<file path="src/rtl/fetch_decode_buffer.sv">
// fetch_decode_buffer
//   IF/ID pipeline register. It captures each fetched 16-bit word with its PC.
//   When the first word has IMM_FLAG_BIT set, the next fetched word becomes that
//   instruction's immediate. The opcode word and its immediate leave as one
//   decode packet.
//   Flush takes priority over stall. Stall takes priority over normal capture.
//
// Ports
//   i_clk       clock, rising edge
//   i_reset     asynchronous active-high reset
//   i_instr     fetched instruction-memory word
//   i_pc        address of i_instr
//   i_valid     i_instr/i_pc carry a real fetched word this cycle
//   i_stall     hold all state (hazard unit)
//   i_flush     squash buffered/partial instruction (branch taken / interrupt)
//   o_instr     opcode word of the decode packet
//   o_imm       immediate word, 0 when o_has_imm=0
//   o_pc        PC of the opcode word
//   o_has_imm   packet carries an immediate
//   o_valid     packet complete, decode it this cycle
//   o_wait_imm  opcode word held, awaiting its immediate word
module fetch_decode_buffer #(
  parameter int INSTR_WIDTH  = 16,
  parameter int PC_WIDTH     = 32,
  parameter int IMM_FLAG_BIT = 0
) (
  input  logic                   i_clk,
  input  logic                   i_reset,
  input  logic [INSTR_WIDTH-1:0] i_instr,
  input  logic [PC_WIDTH-1:0]    i_pc,
  input  logic                   i_valid,
  input  logic                   i_stall,
  input  logic                   i_flush,
  output logic [INSTR_WIDTH-1:0] o_instr,
  output logic [INSTR_WIDTH-1:0] o_imm,
  output logic [PC_WIDTH-1:0]    o_pc,
  output logic                   o_has_imm,
  output logic                   o_valid,
  output logic                   o_wait_imm
);

  typedef enum logic {
    IDLE     = 1'b0,
    WAIT_IMM = 1'b1
  } state_t;

  state_t state;

  always_ff @(posedge i_clk or posedge i_reset) begin
    if (i_reset) begin
      state      <= IDLE;
      o_instr    <= '0;
      o_imm      <= '0;
      o_pc       <= '0;
      o_has_imm  <= 1'b0;
      o_valid    <= 1'b0;
      o_wait_imm <= 1'b0;
    end else if (i_flush) begin
      // Flush discards the word presented this cycle and leaves a NOP packet.
      state      <= IDLE;
      o_instr    <= '0;
      o_imm      <= '0;
      o_pc       <= '0;
      o_has_imm  <= 1'b0;
      o_valid    <= 1'b0;
      o_wait_imm <= 1'b0;
    end else if (!i_stall) begin
      unique case (state)
        IDLE: begin
          if (!i_valid) begin
            o_valid <= 1'b0;
          end else if (i_instr[IMM_FLAG_BIT]) begin
            o_instr    <= i_instr;
            o_pc       <= i_pc;
            o_imm      <= '0;
            o_has_imm  <= 1'b0;
            o_valid    <= 1'b0;
            o_wait_imm <= 1'b1;
            state      <= WAIT_IMM;
          end else begin
            o_instr   <= i_instr;
            o_pc      <= i_pc;
            o_imm     <= '0;
            o_has_imm <= 1'b0;
            o_valid   <= 1'b1;
          end
        end
        WAIT_IMM: begin
          if (!i_valid) begin
            o_valid <= 1'b0;
          end else begin
            // The immediate word's flag bit is data, and its PC is not used.
            o_imm      <= i_instr;
            o_has_imm  <= 1'b1;
            o_valid    <= 1'b1;
            o_wait_imm <= 1'b0;
            state      <= IDLE;
          end
        end
        default: begin
          state      <= IDLE;
          o_wait_imm <= 1'b0;
          o_valid    <= 1'b0;
        end
      endcase
    end
  end

endmodule

</file>
<file path="config.mk">
export PLATFORM = sky130hd
export DESIGN_NAME = fetch_decode_buffer
export DESIGN_NICKNAME = d
export VERILOG_FILES = /design/src/rtl/fetch_decode_buffer.sv
export SDC_FILE = /design/constraint.sdc
export NUM_CORES = 1
export LEC_CHECK = 0
export CORE_MARGIN = 2
export CORE_UTILIZATION = 40
export CTS_BUF_LIST = sky130_fd_sc_hd__clkbuf_4 sky130_fd_sc_hd__clkbuf_8
export DETAILED_ROUTE_END_ITERATION = 10
export GPL_ROUTABILITY_DRIVEN = 0
export GPL_TIMING_DRIVEN = 0
export PLACE_DENSITY = 0.76
export SYNTH_ARGS = -nofsm -noshare
export SYNTH_HDL_FRONTEND = slang
export SYNTH_SLANG_ARGS = --single-unit
</file>
<file path="constraint.sdc">
create_clock -name i_clk -period 3.1 [get_ports i_clk]
set_clock_uncertainty 0.05 [all_clocks]
set_input_delay 0.465 -clock i_clk [delete_from_list [all_inputs] [get_ports i_clk]]
set_output_delay 0.465 -clock i_clk [all_outputs]
set_load 0.005 [all_outputs]
</file>
== Word-level counts from Yosys, hierarchy flattened ==
Index checks and enable logic that the tools add are counted.

* Reduce and logical (&&, ||, !) cells: 4
* Equal/unequal tests: 5
* Mux-type cells: 34
* Bitwise operators: 1

{| class="wikitable"
|+ Operators with widths
! cell !! number
|-
| $mux 32 || 4
|-
| $mux 16 || 7
|-
| $pmux 16 s2 || 1
|-
| $mux 1 || 18
|-
| $ne 3x3->1 const B || 3
|-
| $pmux 1 s2 || 4
|-
| $reduce_and 3->1 || 2
|-
| $reduce_and 4->1 || 1
|-
| $ne 2x1->1 const B || 1
|-
| $ne 2x2->1 const B || 1
|-
| $reduce_bool 2->1 || 1
|-
| $not 1->1 || 1
|}

* Word-level logic and storage cells: 51
* Output and inout bits: 67
* Bits of input ports: 53
* Flip-flop bits (word level): 68

== Longest topological paths before layout ==
* Depth in word-level cells: 5
* Gate-level depth with buffers: 5
* Gate-level depth less buffers: 3

== Worst setup path after synthesis ==
OpenSTA, ideal clock, no wires.

* Path kind: input port to flip-flop
* From: in i_stall
* To: reg o_instr[10]
* Required time: 2.914 ns
* Buffers on the path: 2
* Path slack: 1.660 ns
* Library setup time: 0.136 ns
* Stages: 5
* Arrival time: 1.254 ns
* Path through: or3b_1 > buf_2 > buf_6 > nand2_1 > a21oi_1

* Longest elaborated chain between the ends: 2

{| class="wikitable"
|+ Ends and longest elaborated chain
! what !! line !! source
|-
| start, declared || 32 || <nowiki>input logic i_stall,</nowiki>
|-
| $ne 2x1->1 (no line) || - ||
|-
| $reduce_and 3->1 (no line) || - ||
|-
| end signal, assigned || 73 || <nowiki>o_instr <= i_instr;</nowiki>
|-
| end signal, assigned || 81 || <nowiki>o_instr <= i_instr;</nowiki>
|-
| end, declared || 34 || <nowiki>output logic [INSTR_WIDTH-1:0] o_instr,</nowiki>
|}

No other way between the ends.
A chain may end at the register's enable or synchronous reset.

== Final worst setup path ==
* From: in i_valid
* To: reg o_instr[7]

* Longest elaborated chain between the ends: 2

{| class="wikitable"
|+ Ends and longest elaborated chain
! what !! line !! source
|-
| start, declared || 31 || <nowiki>input logic i_valid,</nowiki>
|-
| $reduce_bool 2->1 (no line) || - ||
|-
| $reduce_and 3->1 (no line) || - ||
|}

No other way between the ends.

==> summary.txt <==
Outcome - completed
Tightest Hold Check Type - reg2reg
Synth Cell Area - 2733 um^2
M1 WL - 3.092 mm
Tightest Pin Transition - 827.9 ps
Clk sink count - 68
Worst-case hold path end point - o_pc[20]
DR top layer - met4
CP Max Fanout - 10
Crit path buf inv count - 3
Crit share post-route - 0.5638
First-pass GRT wire length - 11.41 mm
Min-delay src - o_pc[20]
Leak Pwr - 1.761 nW
Fmax achieved - 0.5722 GHz
Multi-input gate area - 902.1 um^2
Pint - 1.552 mW
Fill cell count - 569
Final hold vios - 0
Number of global-route vias before repair - 2381
Max cap viols - 0
H-tree lvl count - 3
Starting density of the core - 0.4067
Seq pwr share - 0.466
Rows - 30
Die Wd - 86.66 um
Syn_area_per_cell - 9.109 um^2
Met3 wire length - 555 um
Routed Antenna Nets - 0
Final Max Tran Viols - 0
Kind of cell adding the most delay to the critical path - buffers and inverters
Commonest non-fill, non-tap cell in the layout - clkdlybuf4s50_1
RSZ-0062 raised after global routing - no
Die ar. - 7509 um^2
Placed Area - 4016 um^2
Synth cell types - 16
Finished Layout Cells - 514
Num CTS Buffers - 9
Iter 0 DRT Violations - 138
Gr ovfl total - 0
Synth Instances - 300
Hpwl dp - 5.067 mm
DRC Markers - 0
Area delta synth->final - 55.22%
CP arrival - 1890 ps
Chip height - 86.66 um
Commonest non-fill, non-tap cells in the layout - clkdlybuf4s50_1 (118), nand2_1 (116), a21oi_1 (68), dfrtp_1 (68), nand3_1 (16)
Total number of vias - 2495
Final hold slack - 468.9 ps
Peak supply drop - 0.3269 mV
Placed Cells - 498
Comb pwr share - 0.130
Reg clk slew, reported paths - 70 ps
CP Launch Type - input pin
Sequential area share after synthesis - 0.6227
Clk_lat worst skew - 330 ps
Layout cell share with drive strength beyond 1 - 0.06682
Clk buf depth - 2
Sequential cell area - 1702 um^2
Wire per inst - 13.82 um
Crit path capture type - flop
Drt first pass iters - 5
Flop-to-flop setup slack - 1550 ps
Worst stage delay on the critical path - 520 ps
ANT cells - 0
CP Data Required Time - 3240 ps
Final min period - 1748 ps
Slowest-stage cell, CP - clkdlybuf4s50_1
All-Layer GR Usage - 0.1973
Port Buf Inserts - 118
CTS Hold Buffers Added - 0
RR Startpoint - state
Sw Ratio - 0.2271
Total power - 2.009 mW
Net Switching - 456.1 uW
CP Cell Sequence - clkdlybuf4s50_1 -> or3b_1 -> buf_2 -> buf_6 -> nand2_1 -> a21oi_1
CTS root buf - clkbuf_8
Hold path cells - 2
Initial antenna violation count - 0
R2R Path End - o_instr[7]
Number of synthesized register bits - 68
Final setup fails - 0
Mapped Nets - 353
Clk pwr share - 0.405
Post-CTS Repair Setup Buffers - 0
Setup CP Type - in2reg
CTS tree - yes
Vias/cell - 4.854
Metal2 WL - 3.392 mm
Worst r2r path cells - 5
Yosys Warn Count - 0
Power per Cell Area - 473.6 nW/um^2
Final Instance Area - 4242 um^2
I/O pins - 120
DRT Wirelength - 7.102 mm
PostCTS Resize Cnt - 0
Core ar. - 6719 um^2
Relative slew slack - 0.4481
Nets@finish - 482
Largest net degree at the start of global routing - 69
[metrics by stage]
step,TNS (ps),utilization,setup WS (ps)
final,0,0.6313,1352
after global routing,0,0.6313,1294
after CTS,0,0.6313,1350
after detailed placement,0,0.5978,1009
after global placement,-20080,0.5974,-298.0
after floorplan,0,-,873.5
[worst reg2reg max path, delay by kind of cell, from the launching register on]
| kind | cells | cell delay, ps |
|---|---|---|
| simple gates | 2 | 490 |
| buf+inv | 2 | 390 |
| compound gates | 1 | 60 |
| flops | 1 | 430 |
[synthesized netlist by cell type]
cell type    n  area (um^2)
or3b_1       1        8.760
inv_1        2        7.510
clkbuf_1    12        45.04
buf_4        2        15.01
nor2b_1      1        6.260
a211oi_1     1        7.510
nand2_1    116        435.4
buf_6        2        22.52
o21ai_0      1        5.000
dfrtp_1     68         1702
a21oi_1     68        340.3
nand3_1     16        80.08
buf_1        1        3.750
nand2b_1     1        6.260
nor3b_2      1        12.51
buf_2        7        35.03
[power groups by stage]
stage	sequential [mW]	clock, mW	combinational, mW
final	0.935	0.813	0.260
after global placement	0.951	0	0.260
after global routing	0.938	0.880	0.288
after detailed placement	0.953	0	0.265
after CTS	0.936	0.828	0.266
after floorplan	0.955	0	0.0958
[layer usage]
layer,global-route usage,vias to the layer above
met3,0.08381,7
met5,0,-
met1,0.2539,1173
li1,-,1237
met2,0.3014,78
met4,0.06534,0
[how the worst max path moves through the flow]
stage | depth (start not counted) | slack [ps] | startpoint | to
after floorplan | 1 | 870 | i_reset | o_has_imm
after global placement | 2 | -300 | i_reset | o_instr[3]
after detailed placement | 6 | 1010 | i_stall | o_instr[11]
after CTS | 1 | 1350 | o_imm[10] | o_imm[10]
after global routing | 6 | 1290 | i_valid | o_pc[5]
final | 6 | 1350 | i_valid | o_instr[7]
[registers in the layout, indices dropped and copies added, names as in the netlist]
name,count
o_wait_imm,1
o_has_imm,1
state,1
o_imm,16
o_valid,1
o_instr,16
o_pc,32
[final cells by class]
| type | instances | area share |
|---|---|---|
| sequential | 68 | 0.4012 |
| timing repair buffer | 118 | 0.2785 |
| clock buffer | 12 | 0.03599 |
| clock inverter | 4 | 0.01711 |
| buffer | 24 | 0.02861 |
| inverter | 2 | 0.002360 |
| tap | 80 | 0.02360 |
| multi-input combinational | 206 | 0.2127 |
[logic make-up after synthesis]
group / count (synthesis) / synth area share
AO/OA/AOI/OAI: 70 / 0.1291
buffers and inverters: 26 / 0.04716
flip-flops: 68 / 0.6227
AND/OR/NAND/NOR: 136 / 0.2010
(Power assumes the default switching activity.)
